### src/rtl/seg_pkg.sv
// Shared 7-segment definitions: glyph constants and cathode polarity.
// All segment patterns are active-low, ordered {g,f,e,d,c,b,a}.
package seg_pkg;

  localparam logic SEG_ON  = 1'b0;
  localparam logic SEG_OFF = 1'b1;

  localparam logic [6:0] SEG_0     = 7'b1000000;
  localparam logic [6:0] SEG_1     = 7'b1111001;
  localparam logic [6:0] SEG_2     = 7'b0100100;
  localparam logic [6:0] SEG_3     = 7'b0110000;
  localparam logic [6:0] SEG_4     = 7'b0011001;
  localparam logic [6:0] SEG_5     = 7'b0010010;
  localparam logic [6:0] SEG_6     = 7'b0000010;
  localparam logic [6:0] SEG_7     = 7'b1111000;
  localparam logic [6:0] SEG_8     = 7'b0000000;
  localparam logic [6:0] SEG_9     = 7'b0010000;
  localparam logic [6:0] SEG_A     = 7'b0001000;
  localparam logic [6:0] SEG_B     = 7'b0000011;
  localparam logic [6:0] SEG_C     = 7'b1000110;
  localparam logic [6:0] SEG_D     = 7'b0100001;
  localparam logic [6:0] SEG_E     = 7'b0000110;
  localparam logic [6:0] SEG_F     = 7'b0001110;
  localparam logic [6:0] SEG_DASH  = 7'b0111111;
  localparam logic [6:0] SEG_BLANK = 7'h7F;

endpackage

### src/rtl/seg_decoder.sv
// Combinational BCD/hex to 7-segment decoder (active-low cathodes).
// Codes 10-15 render as a dash unless hex_mode selects A b C d E F.
module seg_decoder
  import seg_pkg::*;
(
  input  logic [3:0] code,
  input  logic       hex_mode,
  output logic [6:0] seg
);

  always_comb begin
    seg = SEG_BLANK;
    case (code)
      4'h0:    seg = SEG_0;
      4'h1:    seg = SEG_1;
      4'h2:    seg = SEG_2;
      4'h3:    seg = SEG_3;
      4'h4:    seg = SEG_4;
      4'h5:    seg = SEG_5;
      4'h6:    seg = SEG_6;
      4'h7:    seg = SEG_7;
      4'h8:    seg = SEG_8;
      4'h9:    seg = SEG_9;
      4'hA:    seg = hex_mode ? SEG_A : SEG_DASH;
      4'hB:    seg = hex_mode ? SEG_B : SEG_DASH;
      4'hC:    seg = hex_mode ? SEG_C : SEG_DASH;
      4'hD:    seg = hex_mode ? SEG_D : SEG_DASH;
      4'hE:    seg = hex_mode ? SEG_E : SEG_DASH;
      4'hF:    seg = hex_mode ? SEG_F : SEG_DASH;
      default: seg = SEG_BLANK;
    endcase
  end

endmodule

### src/rtl/seg_scan_driver.sv
// Time-multiplexed common-anode 7-segment driver with per-frame input snapshot,
// PWM brightness, one dead cycle per slot and registered outputs.
module seg_scan_driver
  import seg_pkg::*;
#(
  parameter int unsigned N_DIGITS    = 4,
  parameter int unsigned REFRESH_DIV = 50000,
  parameter int unsigned HEX_MODE    = 0,
  parameter int unsigned BRIGHT_W    = 3
) (
  input  logic                    clk,
  input  logic                    reset_,
  input  logic [4*N_DIGITS-1:0]   digits,
  input  logic [N_DIGITS-1:0]     dp_mask,
  input  logic [N_DIGITS-1:0]     blank_mask,
  input  logic [BRIGHT_W-1:0]     brightness,
  output logic [N_DIGITS-1:0]     an,
  output logic [6:0]              seg,
  output logic                    dp,
  output logic                    frame_tick
);

  localparam int unsigned CntW     = $clog2(REFRESH_DIV);
  localparam int unsigned IdxW     = $clog2(N_DIGITS);
  localparam int unsigned SliceLen = REFRESH_DIV >> BRIGHT_W;
  localparam logic [CntW-1:0] CntMax  = CntW'(REFRESH_DIV - 1);
  localparam logic [IdxW-1:0] IdxMax  = IdxW'(N_DIGITS - 1);
  localparam logic            HexMode = (HEX_MODE != 0);

  logic [CntW-1:0]         cnt_q, cnt_d;
  logic [IdxW-1:0]         idx_q, idx_d;
  logic [4*N_DIGITS-1:0]   snap_digits_q, snap_digits_d;
  logic [N_DIGITS-1:0]     snap_dp_q, snap_dp_d;
  logic [N_DIGITS-1:0]     snap_blank_q, snap_blank_d;
  logic [BRIGHT_W-1:0]     snap_bright_q, snap_bright_d;
  logic                    wrap_q, wrap_d;
  logic [N_DIGITS-1:0]     an_q, an_d;
  logic [6:0]              seg_q, seg_d;
  logic                    dp_q, dp_d;
  logic                    tick_q, tick_d;

  logic                    frame_end;
  logic                    lit;
  logic [CntW-1:0]         level;
  logic [3:0]              code;
  logic [6:0]              glyph;

  seg_decoder u_dec (
    .code     (code),
    .hex_mode (HexMode),
    .seg      (glyph)
  );

  always_comb begin
    frame_end = (cnt_q == CntMax) && (idx_q == IdxMax);

    cnt_d = (cnt_q == CntMax) ? '0 : cnt_q + 1'b1;
    idx_d = idx_q;
    if (cnt_q == CntMax) begin
      idx_d = (idx_q == IdxMax) ? '0 : idx_q + 1'b1;
    end

    snap_digits_d = snap_digits_q;
    snap_dp_d     = snap_dp_q;
    snap_blank_d  = snap_blank_q;
    snap_bright_d = snap_bright_q;
    if (frame_end) begin
      snap_digits_d = digits;
      snap_dp_d     = dp_mask;
      snap_blank_d  = blank_mask;
      snap_bright_d = brightness;
    end

    // wrap_q delays the tick so it lines up with the registered idx-0 dead cycle.
    wrap_d = frame_end;
    tick_d = wrap_q;

    code = '0;
    for (int k = 0; k < N_DIGITS; k++) begin
      if (idx_q == IdxW'(k)) code = snap_digits_q[4*k +: 4];
    end

    level = cnt_q / CntW'(SliceLen);
    lit   = (cnt_q != '0) && !snap_blank_q[idx_q] && (level <= CntW'(snap_bright_q));

    an_d  = '1;
    seg_d = SEG_BLANK;
    dp_d  = SEG_OFF;
    if (lit) begin
      an_d[idx_q] = 1'b0;
      seg_d       = glyph;
      dp_d        = snap_dp_q[idx_q] ? SEG_ON : SEG_OFF;
    end
  end

  always_ff @(posedge clk or negedge reset_) begin
    if (!reset_) begin
      cnt_q         <= '0;
      idx_q         <= '0;
      snap_digits_q <= '0;
      snap_dp_q     <= '0;
      snap_blank_q  <= '1;
      snap_bright_q <= '0;
      wrap_q        <= 1'b0;
      an_q          <= '1;
      seg_q         <= SEG_BLANK;
      dp_q          <= SEG_OFF;
      tick_q        <= 1'b0;
    end else begin
      cnt_q         <= cnt_d;
      idx_q         <= idx_d;
      snap_digits_q <= snap_digits_d;
      snap_dp_q     <= snap_dp_d;
      snap_blank_q  <= snap_blank_d;
      snap_bright_q <= snap_bright_d;
      wrap_q        <= wrap_d;
      an_q          <= an_d;
      seg_q         <= seg_d;
      dp_q          <= dp_d;
      tick_q        <= tick_d;
    end
  end

  assign an         = an_q;
  assign seg        = seg_q;
  assign dp         = dp_q;
  assign frame_tick = tick_q;

endmodule

### config.mk
export PLATFORM = sky130hd
export DESIGN_NAME = seg_scan_driver
export DESIGN_NICKNAME = d
export VERILOG_FILES = /design/src/rtl/seg_pkg.sv /design/src/rtl/seg_decoder.sv /design/src/rtl/seg_scan_driver.sv
export SDC_FILE = /design/constraint.sdc
export NUM_CORES = 1
export LEC_CHECK = 0
export ABC_AREA = 1
export BUFFER_PORTS_ARGS = -buffer_cell sky130_fd_sc_hd__buf_2
export CORE_MARGIN = 2
export CORE_UTILIZATION = 55
export CTS_BUF_LIST = sky130_fd_sc_hd__clkbuf_8
export DETAILED_ROUTE_END_ITERATION = 6
export GPL_ROUTABILITY_DRIVEN = 1
export GPL_TIMING_DRIVEN = 0
export HOLD_SLACK_MARGIN = 0.06
export PLACE_DENSITY = 0.83
export SLEW_MARGIN = 30
export SYNTH_ARGS = -nofsm -noshare
export SYNTH_HDL_FRONTEND = slang
export SYNTH_SLANG_ARGS = --single-unit
### constraint.sdc
create_clock -name clk -period 4.3 [get_ports clk]
set_clock_uncertainty 0.05 [all_clocks]
set_input_delay 1.075 -clock clk [delete_from_list [all_inputs] [get_ports clk]]
set_output_delay 1.075 -clock clk [all_outputs]
set_load 0.01 [all_outputs]
# After elaboration in Yosys (flattened, before gate mapping)
# Index checks and enable logic that the tools add are counted.
# totals
elab_cells,63
register_bits,59
out_inout_bits,13
# op_classes
bitwise_logic,1
div_mod_pow,1
addsub,2
n_reduce_logical,9
eq_ne,19
magnitude_cmp,3
muxes,17
# op_table
op,n
$pmux 7 s11,1
$eq 4x4->1 const B,8
$mux 4,5
$add 16x1->16 const B,1
$div 16x13->16 const B,1
$eq 16x16->1 const B,1
$eq 4x3->1 const B,4
$le 16x3->1,1
$mux 16,1
$reduce_bool 16->1,1
$eq 4x2->1 const B,2
$mux 7,1
$reduce_or 6->1,1
$mux 1,5
$bmux 1 s2,2
$eq 2x2->1 const B,2
$eq 4x1->1 const B,1
$logic_and 1x1->1,4
$logic_not 4->1,1
$not 4->4,1
$lt 2x3->1 const B,1
$add 2x1->2 const B,1
$demux 1 s2,1
$eq 2x1->1 const B,1
4 further kinds,4

# Depth between registers and ports, before layout
# depth
word_depth,9
ltp_mapped,40
depth_no_buf,38

# By module
# Synthesis repeated with hierarchy kept, for this count alone.
# hier_totals
hier_cells,621
hier_area_um2,4259.1
# by_module_without_submodules
module,area_per_inst_um2,seq_area_each_um2,n_inst,cells_per_inst
seg_scan_driver,4012.6,1496.4,1,565
seg_decoder,246.5,0.0,1,56

# Worst setup path after synthesis
# No wires, ideal clock.
# synth_path
path_type,flip-flop to flip-flop
startpoint,reg cnt_q[12]
endpoint,reg seg_q[4] (netlist: seg[4])
setup_slack_ns,0.388
arrival_ns,3.771
period_less_slack_ns,3.912
stages_incl_launch_ff,36
setup_ns,0.091
n_path_buf,3
cell_sequence,dfrtp_1 buf_2 nor2_2 nand2_1 nor2_2 nand2_4 nand3_4 nand2_1 nand2_1 inv_2 nand2_2 nand2_2 nand2_2 nand2_2 nand2_4 nand3_4 buf_8 nand2_2 nand2_4 inv_2 nand2_1 o21bai_2 nand3_2 buf_6 nand3_1 xor2_1 nand2_1 a21oi_1 ha_1 nor2_1 o21ai_0 a32oi_1 a211oi_1 nand2_1 nor2_1 o211ai_1
# synth_via
elab_chain_cells,4
elab_cells_between_ends,6
# synth_lines
item,line,rtl
start: declaration,seg_scan_driver.sv:30,"logic [CntW-1:0] cnt_q, cnt_d;"
start signal: assignment,seg_scan_driver.sv:110,cnt_q <= cnt_d;
$div 16x13->16 or $reduce_bool 16->1 (tied branches),"seg_scan_driver.sv:83, seg_scan_driver.sv:84",
$le 16x3->1 or $logic_and 1x1->1 (tied branches),seg_scan_driver.sv:84,lit = (cnt_q != '0) && !snap_blank_q[idx_q] && (level <= CntW'(snap_bright_q));
$logic_and 1x1->1 (*),seg_scan_driver.sv:84,
$mux 7 (*),seg_scan_driver.sv:89,if (lit) begin
net seg_d[4],seg_scan_driver.sv:38,"logic [6:0] seg_q, seg_d;"
end signal: assignment,seg_scan_driver.sv:118,seg_q <= seg_d;
end: declaration,seg_scan_driver.sv:38,
# Mark *: on every way through the listed nets, which the timed path passes. The rest lies on a longest branch.
# A chain may end at the register's enable or synchronous reset.

# Worst setup path in the final report
# layout_path
startpoint,reg cnt_q[6]
endpoint,reg seg_q[3] (netlist: seg[3])
# Same word-level chain as after synthesis.

==> flow_metrics.tcl <==
set metrics [dict create \
    outcome "finished with violations" \
    violations "negative setup slack" \
    mappedNetlistArea_um2 4310 \
    rsz0062_at_grt "yes" \
    critical_path_required_ns 4.53 \
    timing.rr.end "seg[3]$_DFF_PN1_" \
    p_leak_nw 3.00 \
    crit_family "simple AND/OR/NAND/NOR gates" \
    fin_worst_hold_slack_ns 0.313 \
    hold_violations 0 \
    syn_to_final_growth_pct 34.4 \
    synth.area.top_cells "dfrtp_1 (25%), nand2_1 (20%), dfstp_2 (9.8%)" \
    cp-start-kind "flop" \
    synth_warnings 0 \
    instances_no_fill 859 \
    nets 791 \
    ctsLongestPathBuffers 2 \
    wire_per_inst_um 15.3 \
    max_freq_ghz 0.219 \
    total_power_mw 1.11 \
    die_area_um2 8560 \
    syn-num-nets 680 \
    cap_violations 0 \
    synth_top_area_cell "dfrtp_1" \
    worst_slack_ns -0.272 \
    initial_core_util_pct 56.3 \
    min_to "frame_tick$_DFF_PN0_" \
    clk_latency_ns 0.35 \
    core_area_um2 7650 \
    synth_top_area_share_pct 25.0 \
    yosysUniqueCellTypes 37 \
    maxSlewViolCount 0 \
    first_pass_iters 6 \
    hold_class "reg2reg" \
    h-tree-depth 3 \
    clk_pin_slew_ns 0.08 \
    r2r_cells 37 \
    grt_pass1_vias 4449 \
    relSlewSlack_pct 52.8 \
    final-setup-viol-count 12 \
    crit_type "reg2reg" \
    place_area_um2 4640 \
    critPathBufInv 6 \
    insertedDiodeCount 0 \
    ys_seq_area_share_pct 34.7 \
    final_antenna_net_count 0 \
    yosys_register_bits 59 \
    io_pins 42 \
    post_drt_via_cell_ratio 5.60 \
    grt_max_degree 60 \
    clock-sinks 59 \
    worstHoldStart "tick_d$_DFF_PN0_" \
    critPathMostFrequentCell "nand2_2" \
    grt_overflow 0 \
    hold_buffers 0 \
    whs_path_depth 0 \
    drt-total-wl_um 13200 \
    fin_util_pct 75.7 \
    rows 32 \
    die_width_um 92.5 \
    cp_slowest_stage_delay_ns 0.39 \
    r2r_slack_ns -0.27 \
    dp.cells 784 \
    cts_inserted_buffers 9 \
    finalCritPeriodShare_pct 106 \
    grt_use_total_pct 28.3 \
    preCtsSetupSlack_ns -0.506 \
    io_buffers 41 \
    gp_congestion 0.954 \
    path_max_fanout 7 \
    remaining_drc_errors 0 \
    grt_pass1_wl_um 19700 \
    synthCells 641 \
    period_minus_slack_ns 4.57 \
    worst_path_max_delay_cell "dfrtp_1" \
    die_h_um 92.5 \
    place_hpwl_um 7530 \
    vias 4814 \
    crit_arrival_ns 4.81 \
    cp-end-kind "flop" \
    power_density_nw_per_um2 192 \
    clock-root-buffer "clkbuf_8" \
    drt_iter0_drc 413 \
    cts_tree "yes" \
    worstReg2RegStart "cnt_q[6]$_DFF_PN0_" \
    antenna_found_initial 0 \
    synth.avg_cell_area_um2 6.72 \
    drive_gt1_share_pct 35.8 \
    irDropWorstVdd_v 0.000224 \
    fin_tns_setup_ns -2.59 \
    fin_area_um2 5790 \
    tightest_slew_ns 0.707 \
]
## cell usage after synthesis
| cell | n |
|---|---|
| buf_4 | 1 |
| nor2_1 | 52 |
| nand4_1 | 13 |
| inv_2 | 9 |
| xor2_1 | 10 |
| o31ai_1 | 5 |
| o211ai_1 | 1 |
| ha_1 | 10 |
| a211oi_1 | 1 |
| buf_2 | 2 |
| clkbuf_1 | 9 |
| o21a_1 | 4 |
| a21oi_1 | 16 |
| nand2_2 | 17 |
| buf_6 | 2 |
| nand3_4 | 3 |
| o21ai_1 | 3 |
| o22ai_1 | 2 |
| a32oi_1 | 1 |
| dfrtp_1 | 43 |
| inv_1 | 76 |
| buf_8 | 1 |
| o21bai_2 | 2 |
| nand3_2 | 3 |
| nand2_4 | 6 |
| dfstp_2 | 16 |
| nor4_1 | 5 |
| a21oi_2 | 1 |
| nor2_2 | 5 |
| nand3_1 | 50 |
| nand2_1 | 231 |
| nor2_4 | 5 |
| o21ai_0 | 20 |
| nand3b_1 | 2 |
| clkinv_1 | 1 |
| o21ai_2 | 2 |
| nor3_1 | 11 |
## how the worst max path moves through the flow
stage	from	endpoint	slack, ns	cells past startpoint
floorplan	cnt_q[12]$_DFF_PN0_	seg[4]$_DFF_PN1_	0.39	35
global placement	cnt_q[11]$_DFF_PN0_	seg[3]$_DFF_PN1_	-0.42	36
detailed placement	cnt_q[11]$_DFF_PN0_	seg[3]$_DFF_PN1_	-0.51	36
CTS	cnt_q[10]$_DFF_PN0_	seg[3]$_DFF_PN1_	-0.003	35
global route	cnt_q[11]$_DFF_PN0_	seg[3]$_DFF_PN1_	-0.45	36
finish	cnt_q[6]$_DFF_PN0_	seg[3]$_DFF_PN1_	-0.27	37
## where the power goes
part           leakage (nW)  switching (mW)  internal [mW]
combinational          2.28          0.0131        0.00897
clock                0.0962           0.261          0.271
sequential            0.626               0          0.555
total                  3.00           0.274          0.836
## state kept, by name (all words and copies together), names as in the netlist
| signal | flops |
|---|---|
| frame_tick | 1 |
| tick_d | 1 |
| snap_digits_q | 16 |
| snap_blank_q | 4 |
| snap_dp_q | 4 |
| seg | 7 |
| snap_bright_q | 3 |
| an | 4 |
| cnt_q | 16 |
| dp | 1 |
| idx_q | 2 |
## layout make-up
cell class	count	area, um2
clock inverters	7	76.3
inverters	86	335
flip-flops and latches	59	1510
clock buffers	9	124
fillers	499	1860
repair buffers	100	702
repair inverters	1	6.26
multi-input cells	481	2820
plain buffers	14	92.6
well taps	102	128
## cell families after synthesis
logic type	count (synthesis)	synth area share [%]
buffers and inverters	101	9.56
and+or+nand+nor	403	42.7
xor gates and xnor gates	10	2.03
AOI/OAI and AO/OA	58	8.07
adders and majority gates	10	2.90
DFF	59	34.7
## worst register-to-register path: cells and delay by family, from the launching register on
family | cells | cell delay, ns
AO/OA/AOI/OAI | 4 | 0.38
AND/OR/NAND/NOR | 26 | 2.73
buffers and inverters | 6 | 0.80
adder cells (fa/ha/maj) | 1 | 0.16
flip-flops | 1 | 0.39
## what timing repair did
action | 4_1_cts | 5_1_grt
buffers inserted | 33 | 24
resized for setup | 73 | 64
setup endpoints to repair | 12 | 12
pin swaps | 23 | 38
gates cloned | 3 | 0
## routing by layer
metal	track usage (%)	vias up	wire (um)
met5	0	-	0
met4	8.71	0	500
met3	5.13	52	955
met2	51.0	249	6620
met1	34.3	2262	5100
li1	-	2251	-
## cell usage in the layout, fill, tap and decap left out, types with 2 or more instances in the layout
| master | instances |
|---|---|
| nand2_2 | 29 |
| inv_4 | 4 |
| o22ai_1 | 2 |
| clkinv_4 | 2 |
| nand3_4 | 8 |
| inv_6 | 2 |
| o21ai_2 | 2 |
| inv_2 | 15 |
| clkbuf_8 | 9 |
| nor4_1 | 5 |
| clkinvlp_4 | 2 |
| o21ai_0 | 17 |
| nor3_1 | 11 |
| dfstp_2 | 16 |
| ha_1 | 9 |
| dfrtp_1 | 36 |
| nand3b_1 | 2 |
| buf_4 | 54 |
| o21a_1 | 4 |
| clkbuf_1 | 8 |
| nor2_1 | 39 |
| dfrtp_2 | 7 |
| nand3_2 | 11 |
| inv_1 | 67 |
| nor2_2 | 9 |
| o31ai_1 | 5 |
| o21ai_4 | 2 |
| nand2_1 | 201 |
| nand3_1 | 37 |
| a21oi_1 | 15 |
| o21ai_1 | 4 |
| buf_2 | 41 |
| buf_8 | 3 |
| nor2_4 | 14 |
| buf_6 | 5 |
| o21bai_4 | 2 |
| xor2_1 | 10 |
| nand2_4 | 24 |
| nand4_1 | 13 |
No activity file was read; power rests on OpenSTA's default activity.
